## config.mk

```make
export PLATFORM = sky130hd
export DESIGN_NAME = confreg
export DESIGN_NICKNAME = d
export VERILOG_FILES = /design/src/rtl/confreg_pkg.sv /design/src/rtl/confreg_timer.sv /design/src/rtl/confreg.sv
export SDC_FILE = /design/constraint.sdc
export NUM_CORES = 1
export LEC_CHECK = 0
export ABC_AREA = 1
export CAP_MARGIN = 20
export CORE_MARGIN = 2
export CORE_UTILIZATION = 53
export DETAILED_ROUTE_END_ITERATION = 16
export PLACE_DENSITY = 0.81
export RECOVER_POWER = 50
export SYNTH_ARGS = -nofsm -noshare
export SYNTH_HDL_FRONTEND = slang
export SYNTH_SLANG_ARGS = --single-unit
```

## constraint.sdc

```tcl
create_clock -name i_clk -period 3.15 [get_ports i_clk]
set_clock_uncertainty 0.2 [all_clocks]
set_input_delay 0.63 -clock i_clk [delete_from_list [all_inputs] [get_ports i_clk]]
set_output_delay 0.63 -clock i_clk [all_outputs]
set_load 0.005 [all_outputs]
```

## src/rtl/confreg_pkg.sv

```systemverilog
// Shared register-map constants and byte-lane helper for the confreg block.
package confreg_pkg;

    // Word indices of each register within the 256-byte window (byte offset >> 2).
    localparam logic [5:0] OFF_LED      = 6'h00;
    localparam logic [5:0] OFF_SWITCH   = 6'h01;
    localparam logic [5:0] OFF_NUM      = 6'h02;
    localparam logic [5:0] OFF_COUNT    = 6'h03;
    localparam logic [5:0] OFF_CMP      = 6'h04;
    localparam logic [5:0] OFF_CTRL     = 6'h05;
    localparam logic [5:0] OFF_PRESCALE = 6'h06;

    localparam int CTRL_EN          = 0;
    localparam int CTRL_IRQ_EN      = 1;
    localparam int CTRL_AUTO_RELOAD = 2;
    localparam int CTRL_IRQ_STATUS  = 3;

    localparam logic [31:0] CMP_RESET = 32'hFFFF_FFFF;

    function automatic logic [31:0] byte_merge(input logic [31:0] old_val,
                                               input logic [31:0] new_val,
                                               input logic [3:0]  be);
        logic [31:0] result;
        for (int i = 0; i < 4; i++)
            result[8*i +: 8] = be[i] ? new_val[8*i +: 8] : old_val[8*i +: 8];
        return result;
    endfunction

endpackage

```

## src/rtl/confreg_timer.sv

```systemverilog
// Prescaled 32-bit timer with compare match, optional auto-reload and sticky IRQ status.
module confreg_timer
    import confreg_pkg::*;
(
    input  logic        i_clk,
    input  logic        i_rst,
    input  logic        i_en,
    input  logic        i_auto_reload,
    input  logic [15:0] i_prescale,
    input  logic        i_prescale_wr,
    input  logic [3:0]  i_count_be,
    input  logic [3:0]  i_cmp_be,
    input  logic [31:0] i_wdata,
    input  logic        i_irq_clr,
    output logic [31:0] o_count,
    output logic [31:0] o_cmp,
    output logic        o_irq_status
);

    logic [15:0] r_pc;
    logic [31:0] r_count;
    logic [31:0] r_cmp;
    logic        r_irq_status;

    logic        w_tick;
    logic        w_match;
    logic [31:0] w_count_adv;
    logic [31:0] w_count_next;

    // NOTE: every signal assigned here gets a default first so no latch is inferred.
    always_comb begin
        w_tick      = i_en && (r_pc == i_prescale);
        w_match     = (r_count == r_cmp);
        w_count_adv = r_count;
        if (w_tick)
            w_count_adv = (w_match && i_auto_reload) ? 32'd0 : r_count + 32'd1;
        // Software bytes override the tick result; unwritten bytes keep the tick value.
        w_count_next = byte_merge(w_count_adv, i_wdata, i_count_be);
    end

    // NOTE: sequential state uses non-blocking assignments so all flops update together.
    always_ff @(posedge i_clk) begin
        if (i_rst) begin
            r_pc         <= 16'd0;
            r_count      <= 32'd0;
            r_cmp        <= CMP_RESET;
            r_irq_status <= 1'b0;
        end else begin
            if (i_prescale_wr || !i_en || w_tick)
                r_pc <= 16'd0;
            else
                r_pc <= r_pc + 16'd1;
            r_count <= w_count_next;
            r_cmp   <= byte_merge(r_cmp, i_wdata, i_cmp_be);
            // A match in the same cycle as a clear must win.
            if (w_tick && w_match)
                r_irq_status <= 1'b1;
            else if (i_irq_clr)
                r_irq_status <= 1'b0;
        end
    end

    assign o_count      = r_count;
    assign o_cmp        = r_cmp;
    assign o_irq_status = r_irq_status;

endmodule

```

## src/rtl/confreg.sv

```systemverilog
// Memory-mapped configuration registers: LEDs, synchronized switches, 7-seg value, timer.
module confreg
    import confreg_pkg::*;
#(
    parameter logic [31:0] BASE_ADDR = 32'hBFAF_F000
) (
    input  logic        i_clk,
    input  logic        i_rst,
    input  logic [3:0]  i_memwrite,
    input  logic [31:0] i_dataadr,
    input  logic [31:0] i_writedata,
    output logic [31:0] o_readdata,
    output logic        o_sel,
    input  logic [15:0] i_switch,
    output logic [15:0] o_led,
    output logic [31:0] o_num_data,
    output logic        o_timer_irq
);

    logic [15:0] r_led;
    logic [15:0] r_sync1;
    logic [15:0] r_sync2;
    logic [31:0] r_num;
    logic [2:0]  r_ctrl;
    logic [15:0] r_prescale;

    logic        w_sel;
    logic        w_wr;
    logic [5:0]  w_off;
    logic [3:0]  w_led_be, w_num_be, w_count_be, w_cmp_be, w_ctrl_be, w_pre_be;
    logic [31:0] w_count;
    logic [31:0] w_cmp;
    logic        w_irq_status;
    logic        w_unused_ok;

    assign w_sel       = (i_dataadr[31:8] == BASE_ADDR[31:8]);
    assign w_off       = i_dataadr[7:2];
    assign w_wr        = w_sel && (|i_memwrite);
    assign w_unused_ok = &{1'b0, i_dataadr[1:0]};

    always_comb begin
        w_led_be   = (w_wr && w_off == OFF_LED)      ? i_memwrite : 4'b0000;
        w_num_be   = (w_wr && w_off == OFF_NUM)      ? i_memwrite : 4'b0000;
        w_count_be = (w_wr && w_off == OFF_COUNT)    ? i_memwrite : 4'b0000;
        w_cmp_be   = (w_wr && w_off == OFF_CMP)      ? i_memwrite : 4'b0000;
        w_ctrl_be  = (w_wr && w_off == OFF_CTRL)     ? i_memwrite : 4'b0000;
        w_pre_be   = (w_wr && w_off == OFF_PRESCALE) ? i_memwrite : 4'b0000;
    end

    always_ff @(posedge i_clk) begin
        if (i_rst) begin
            r_led      <= 16'd0;
            r_sync1    <= 16'd0;
            r_sync2    <= 16'd0;
            r_num      <= 32'd0;
            r_ctrl     <= 3'd0;
            r_prescale <= 16'd0;
        end else begin
            r_sync1 <= i_switch;
            r_sync2 <= r_sync1;
            if (w_led_be[0]) r_led[7:0]       <= i_writedata[7:0];
            if (w_led_be[1]) r_led[15:8]      <= i_writedata[15:8];
            if (w_pre_be[0]) r_prescale[7:0]  <= i_writedata[7:0];
            if (w_pre_be[1]) r_prescale[15:8] <= i_writedata[15:8];
            if (w_ctrl_be[0]) r_ctrl          <= i_writedata[2:0];
            r_num <= byte_merge(r_num, i_writedata, w_num_be);
        end
    end

    confreg_timer u_timer (
        .i_clk         (i_clk),
        .i_rst         (i_rst),
        .i_en          (r_ctrl[CTRL_EN]),
        .i_auto_reload (r_ctrl[CTRL_AUTO_RELOAD]),
        .i_prescale    (r_prescale),
        .i_prescale_wr (|w_pre_be),
        .i_count_be    (w_count_be),
        .i_cmp_be      (w_cmp_be),
        .i_wdata       (i_writedata),
        .i_irq_clr     (w_ctrl_be[0] && i_writedata[CTRL_IRQ_STATUS]),
        .o_count       (w_count),
        .o_cmp         (w_cmp),
        .o_irq_status  (w_irq_status)
    );

    always_comb begin
        o_readdata = 32'd0;
        if (w_sel) begin
            case (w_off)
                OFF_LED:      o_readdata = {16'd0, r_led};
                OFF_SWITCH:   o_readdata = {16'd0, r_sync2};
                OFF_NUM:      o_readdata = r_num;
                OFF_COUNT:    o_readdata = w_count;
                OFF_CMP:      o_readdata = w_cmp;
                OFF_CTRL:     o_readdata = {28'd0, w_irq_status, r_ctrl};
                OFF_PRESCALE: o_readdata = {16'd0, r_prescale};
                default:      o_readdata = 32'd0;
            endcase
        end
    end

    assign o_sel       = w_sel;
    assign o_led       = r_led;
    assign o_num_data  = r_num;
    assign o_timer_irq = w_irq_status && r_ctrl[CTRL_IRQ_EN];

endmodule

```

==> summary.md, run 1 <==
| Metric | Value |
|---|---|
| Outcome | `finished clean` |
| CP Class | `input port to output pin` |
| Slowest CP cell | `dlygate4sd2_1` |
| Reg clk slew, reported paths | `~0.070 ns` |
| Layout cells sized above 1 | `between 10% and 20%` |
| Post-DP HPWL | `roughly 25000 um` |
| Vias in the first global route | `10600` |
| GRT Residual Overflow | `0` |
| Tcrit/Tclk final | `between 90% and 100%` |
| Cell area after synthesis | `~0.010 mm^2` |
| Post-synth EDFFs | `0` |
| DR pass1 iterations | `7` |
| Sequential-to-total area share from yosys stat | `a little over a third` |
| Crit-path max FO | `4` |
| Hold Path Class | `register to register` |
| Area grow syn2layout | `28.7%` |
| Syn avg cell area | `around 6.5 um^2` |
| Die area | `0.0202 mm^2` |
| H-tree depth | `4` |
| First-pass GRT wire length | `54600 um` |
| Cell family with most CP delay | `buffers and inverters` |
| DR vias/cell | `5.74` |
| Post-place instance area | `roughly 0.012 mm^2` |
| Yosys warns | `0` |
| Core box area | `0.0187 mm^2` |
| N_diodes | `0` |
| PnR Total Power | `4.77 mW` |
| RSZ-0062 raised after global routing | `false` |
| # clock sinks | `180` |
| CTS tree | `done` |
| Static Leak | `between 5 and 6 nW` |
| GPL Wtd Cong | `between 0.9 and 1` |
| Cells after synthesis | `1563` |
| Placed cells | `roughly 1900` |
| PD cells | `between 300 and 400 mW/mm^2` |
| Starting Density | `54.2%` |
| Num ports | `roughly 170` |
| Worst-Margin Slew | `between 1 and 1.5 ns` |
| Max-slew headroom at the worst pin | `between 3 and 4%` |
| Total CTS buffers | `17` |
| Syn_nets | `1651` |
| Clk Latency, worst-skew pair | `approximately 0.44 ns` |
| Slew Viols, Final | `0` |
| FILL cells | `roughly 1500` |
| Distinct cell type count after synthesis | `42` |
| Worst VDD drop | `0.000370 V` |
| Min Tclk post-route | `around 3 ns` |
| Total GRT Usage | `34.1%` |
| Setup Viol. Count Final | `0` |
| Asr flop ratio synth | `0%` |
| Fin util | `69.7%` |
| IO buf count | `165` |
| CP dominant cell by count | `buf_4` |
| Slowest stage delay, CP | `about 0.28 ns` |
| Vias | `~11000` |
| Initial antenna violation count | `0` |
| Clk root buf | `clkbuf_16` |
| Nets@finish | `~1800` |
| Fin area | `between 0.01 and 0.015 mm^2` |
| Required @ worst endpoint | `~2.3 ns` |
| Setup slack, reg-to-reg | `between 0.7 and 0.8 ns` |
| Max frequency | `around 330 MHz` |
| #FFs+latches synth | `between 150 and 200` |
| Final Hold Vio Count | `0` |
| Std-Cell Rows | `50` |
| Hold Slack | `0.204 ns` |
| Drt drc | `0` |
| Die H | `around 140 um` |
| Final ANT Viol Nets | `0` |
| Clk buf depth | `2` |
| Cell Chain, Critical Path | `dlygate4sd2_1 -> nor2_2 -> buf_4 -> nand3_2 -> buf_4 -> clkinv_1 -> buf_4 -> a22oi_1 -> a41oi_2 -> dlygate4sd2_1` |
| Worst Path Buf+Inv | `6` |
| Primary FF master, synth | `dfxtp_1` |
| Critical path endpoint category | `output pin` |
| First DRT Iteration DRCs | `between 1000 and 1500` |
| Drt wl/cell | `17.4 um` |
| Largest net degree at the start of global routing | `37` |
| Count of max-cap constraint violations | `0` |
| Final Non-Filler Cells | `1988` |
| Startpoint types | `input port` |
| Critical Path AT | `around 2.2 ns` |
| Die X | `~140 um` |
| Drt total wl | `34600 um` |
## layer usage
metal	up-vias	wire (um)	GRT usage, %
met4	0	1190	11.9
li1	5365	-	-
met1	5198	14100	45.8
met5	-	0	0
met2	744	15600	54.5
met3	102	3730	7.27
## final timing paths
path                 startpoint  cells after the start             endpoint
max                i_dataadr[5]                     10        o_readdata[3]
min                 r_sync1[11]                      2          r_sync2[11]
max reg2reg  u_timer.o_count[1]                     11  u_timer.o_count[24]
min reg2reg         r_sync1[11]                      2          r_sync2[11]
## cell type report
type	count	area [um^2]	share of cell area, %
flip-flops and latches	180	3600	27.6
clock buffers	18	429	3.29
well taps	234	293	2.25
multi-input cells	1088	5540	42.5
clock inverters	14	181	1.39
repair buffers	240	2190	16.8
inverters	214	805	6.17
## logic make-up after synthesis
family / share of synthesized area (%)
xor+xnor: 4.23
fa+ha+maj: 0.247
simple gates: 35.4
compound gates: 12.9
flops: 35.6
buf+inv: 11.7
## timing repair
action,4_1_cts,5_1_grt
buffers inserted,9,4
pin swaps,13,12
gates cloned,1,0
hold buffers,0,0
gates resized for setup,180,23
setup endpoints to repair,33,32
## layout by cell type, fill, tap and decap left out, drive strengths merged, types with 2 or more instances in the layout
cell type	netlist	routed
a211oi	33	33
a21oi	72	72
a221oi	6	6
a22oi	11	11
a31oi	23	23
a41oi	5	5
buf	40	97
clkbuf	41	28
clkdlybuf4s50	0	52
clkinv	2	7
dfxtp	180	180
dlygate4sd2	0	10
dlygate4sd3	0	49
dlymetal6s2s	0	22
ha	2	2
inv	212	220
nand2	381	381
nand3	135	135
nand3b	6	6
nand4	42	42
nor2	244	244
nor3	13	13
nor4	2	2
o211ai	4	4
o21ai	46	46
o22ai	10	10
xnor2	31	31
xor2	18	18
## stage by stage
stage	TNS, ns	setup WS, ns
floorplan	0	0.559
global placement	-15.12	-0.541
detailed placement	-15.38	-0.528
CTS	-0.000272	-0.000272
global route	0	0.00412
finish	0	0.0909
## state kept, by name (all words and copies together) (netlist names)
| signal | flops |
|---|---|
| o_led | 16 |
| o_num_data | 32 |
| r_ctrl | 3 |
| r_prescale | 16 |
| r_sync1 | 16 |
| r_sync2 | 16 |
| u_timer.o_cmp | 32 |
| u_timer.o_count | 32 |
| u_timer.o_irq_status | 1 |
| u_timer.r_pc | 16 |
## Yosys cell counts (2+ instances only)
cell type  number  area [um^2]
nand3_1       129          646
a21oi_1        72          360
xor2_1         18          158
buf_4           4         30.0
nand2_1       378         1420
a41oi_1         5         43.8
nand2_2         2         12.5
o21ai_1         9         45.0
buf_2          35          175
clkbuf_2        7         35.0
nor2_4          8         90.1
nand4_2         3         37.5
nand3_2         6         60.1
nor2_1        224          841
inv_2           9         33.8
a211oi_1       25          188
ha_1            2         25.0
o22ai_1        10         62.6
o21ai_0        37          185
nor4_1          2         12.5
a22oi_1        11         82.6
clkbuf_1       34          128
inv_1         203          762
o211ai_1        4         30.0
a31oi_1        23          144
nand4_1        39          244
nor2_2         12         75.1
nor3_1         12         60.1
a211oi_2        8          100
dfxtp_1       180         3600
xnor2_1        31          272
nand3b_1        6         45.0
a221oi_1        6         52.6
## worst reg2reg max path: cells and delay by family, from the launching register on
family	cells	cell delay (ns)
AO/OA/AOI/OAI	1	0.22
adder cells (fa/ha/maj)	1	0.26
flip-flops	1	0.50
buffers and inverters	1	0.11
AND/OR/NAND/NOR	8	1.03
## power by group
part / internal (mW) / total [mW] / switching, mW
logic: 0.122 / 0.276 / 0.154
clock network: 1.15 / 2.20 / 1.05
registers: 2.29 / 2.30 / 0.00832
Power figures use the tool's default switching activity.
==> run 2: changes to the inputs <==
--- a/config.mk
+++ b/config.mk
@@ -11,7 +11,8 @@
 export CORE_UTILIZATION = 53
 export DETAILED_ROUTE_END_ITERATION = 16
 export PLACE_DENSITY = 0.81
-export RECOVER_POWER = 50
+export RECOVER_POWER = 100
+export SETUP_SLACK_MARGIN = 0.1
 export SYNTH_ARGS = -nofsm -noshare
 export SYNTH_HDL_FRONTEND = slang
 export SYNTH_SLANG_ARGS = --single-unit
==> run 2 against run 1 <==
  * Design area rose by 0.39%
  * Sequential power about the same
  * Hold slack is essentially flat
  * Sequential cell count unchanged
  * Total power up 0.43%
  * Routed wire length up 0.70%
  * Highest routed layer unchanged
  * Via count decreased by 0.60%
==> summary.md, run 2 (synthesis results as in run 1) <==
| Metric | Value |
|---|---|
| Outcome | `finished clean` |
| Slew Viols, Final | `0` |
| Total GRT Usage | `34.3%` |
| PD cells | `366 mW/mm^2` |
| Clk buf depth | `2` |
| Clk root buf | `clkbuf_16` |
| Layout cells sized above 1 | `a little under an eighth` |
| Worst Setup SP | `i_dataadr[30]` |
| Post-place instance area | `approximately 0.012 mm^2` |
| Drt drc | `0` |
| Die X | `142 um` |
| # clock sinks | `between 150 and 200` |
| Setup slack, reg-to-reg | `0.65 ns` |
| RSZ-0062 raised after global routing | `false` |
| Max frequency | `329 MHz` |
| Worst r2r src | `u_timer.r_pc[9]` |
| Clk network pwr share | `between 40 and 50%` |
| Tcrit/Tclk final | `96.6%` |
| Fin util | `between 60% and 70%` |
| Flop pwr share | `roughly 48%` |
| Clk Latency, worst-skew pair | `around 0.44 ns` |
| Static Leak | `5.56 nW` |
| Num ports | `168` |
| DR vias/cell | `~5.7` |
| Power share of the combinational group | `under 10%` |
| Setup WS pre-CTS | `-0.528 ns` |
| Critical Path AT | `roughly 3.2 ns` |
| Largest net degree at the start of global routing | `37` |
| Sw Pwr | `around 1.2 mW` |
| First-pass GRT wire length | `54700 um` |
| Starting Density | `a little over half` |
| Nets@finish | `about 1800` |
| Total CTS buffers | `17` |
| Sw Share | `about a quarter` |
| Startpoint types | `input port` |
| DR pass1 iterations | `6` |
| CTS tree | `done` |
| Crit-path max FO | `9` |
| Hold Path Class | `register to register` |
| Count of max-cap constraint violations | `0` |
| Post-DP HPWL | `roughly 25000 um` |
| Setup Viol. Count Final | `0` |
| Area grow syn2layout | `29.2%` |
| Commonest non-fill, non-tap cell in the layout | `nand2_1` |
| Hold-fix buffers at CTS | `0` |
| Die area | `between 0.02 and 0.025 mm^2` |
| Reg clk slew, reported paths | `0.07 ns` |
| Hold path startpoint | `r_sync1[11]` |
| CP Class | `input port to register` |
| H-tree depth | `4` |
| Commonest non-fill, non-tap cells in the layout | `378 x nand2_1, 221 x nor2_1, 203 x inv_1` |
| Initial antenna violation count | `0` |
| N_diodes | `0` |
| Vias in the first global route | `approximately 11000` |
| Pint | `3.57 mW` |
| Required @ worst endpoint | `between 3 and 4 ns` |
| Fin area | `approximately 0.013 mm^2` |
| Critical path endpoint category | `register` |
| Std-Cell Rows | `50` |
| Drt total wl | `between 30000 and 40000 um` |
| Vias | `~11000` |
| Worst VDD drop | `0.000371 V` |
| GPL Wtd Cong | `approximately 0.96` |
| Final Hold Vio Count | `0` |
| First DRT Iteration DRCs | `1218` |
| Final ANT Viol Nets | `0` |
| Max-slew headroom at the worst pin | `4.53%` |
| GRT Residual Overflow | `0` |
| Min Tclk post-route | `approximately 3 ns` |
| Drt wl/cell | `17.4 um` |
| IO buf count | `165` |
| Worst-Margin Slew | `between 1 and 1.5 ns` |
| Core box area | `roughly 0.019 mm^2` |
| Worst setup margin | `0.107 ns` |
| Die H | `142 um` |
[run 2: cell types whose count changed in the layout (fill, tap and decap cells not counted), sizes merged]
cell and change:
clkbuf +28, dlymetal6s2s -18, dlygate4sd2 +13, buf -12
clkdlybuf4s15 +1
[run 2: repair_timing]
| action | CTS | global route |
|---|---|---|
| gates cloned | 1 | 0 |
| setup endpoints to repair | 33 | 62 |
| endpoints found under the hold margin | 0 | 0 |
| pin swaps | 22 | 13 |
| setup buffers | 19 | 5 |
| resized for setup | 202 | 30 |
[run 2: metrics by stage]
stage / TNS [ns] / hold slack [ns] / std cells / total power [mW]
final: 0 / 0.204 / 2000 / 4.79
after global routing: 0 / 0.215 / 2000 / 4.91
after CTS: 0 / 0.204 / 1995 / 4.78
after detailed placement: -15.38 / 0.193 / 1943 / 2.62
after global placement: -15.12 / 0.189 / 1943 / 2.62
after floorplan: 0 / 0.188 / 1563 / 2.44
[run 2: power groups by stage]
stage | registers (mW) | logic [mW] | clock network [mW]
2_1_floorplan | 2.35 | 0.0878 | 0
3_3_place_gp | 2.35 | 0.266 | 0
3_5_place_dp | 2.35 | 0.269 | 0
4_1_cts | 2.30 | 0.273 | 2.21
5_1_grt | 2.30 | 0.304 | 2.30
6_report | 2.30 | 0.286 | 2.21
[run 2: worst max-delay path, stage by stage]
cell and delay, ns:
dlygate4sd2_1 0.23, inv_1 0.07, nand2_1 0.05, nor2_1 0.09
nand2_1 0.09, nor2_4 0.12, nand2_1 0.10, clkbuf_4 0.14
clkbuf_4 0.12, clkbuf_1 0.13, nor3_1 0.85, nand2_4 0.21
clkinv_2 0.17, o21ai_0 0.08, nor2_1 0.13
[run 2: worst paths after layout]
| path | cells after the start | endpoint |
|---|---|---|
| max reg2reg | 10 | u_timer.r_pc[13] |
| max | 15 | o_num_data[9] |
| min reg2reg | 2 | r_sync2[11] |
| min | 2 | r_sync2[11] |
[run 2: layout make-up]
class	instances	area, um^2
multi-input combinational	1088	5600
timing repair buffer	252	2180
clock inverter	14	181
sequential	180	3600
clock buffer	18	429
fill	1521	5610
inverter	214	805
tap	234	293
[run 2: metal layers]
metal / wire [um] / global-route usage (%) / vias up
met5: 0 / 0 / -
met4: 1270 / 12.4 / 0
met3: 3780 / 7.50 / 122
met2: 15700 / 55.1 / 676
met1: 14100 / 45.5 / 5148
li1: - / - / 5394
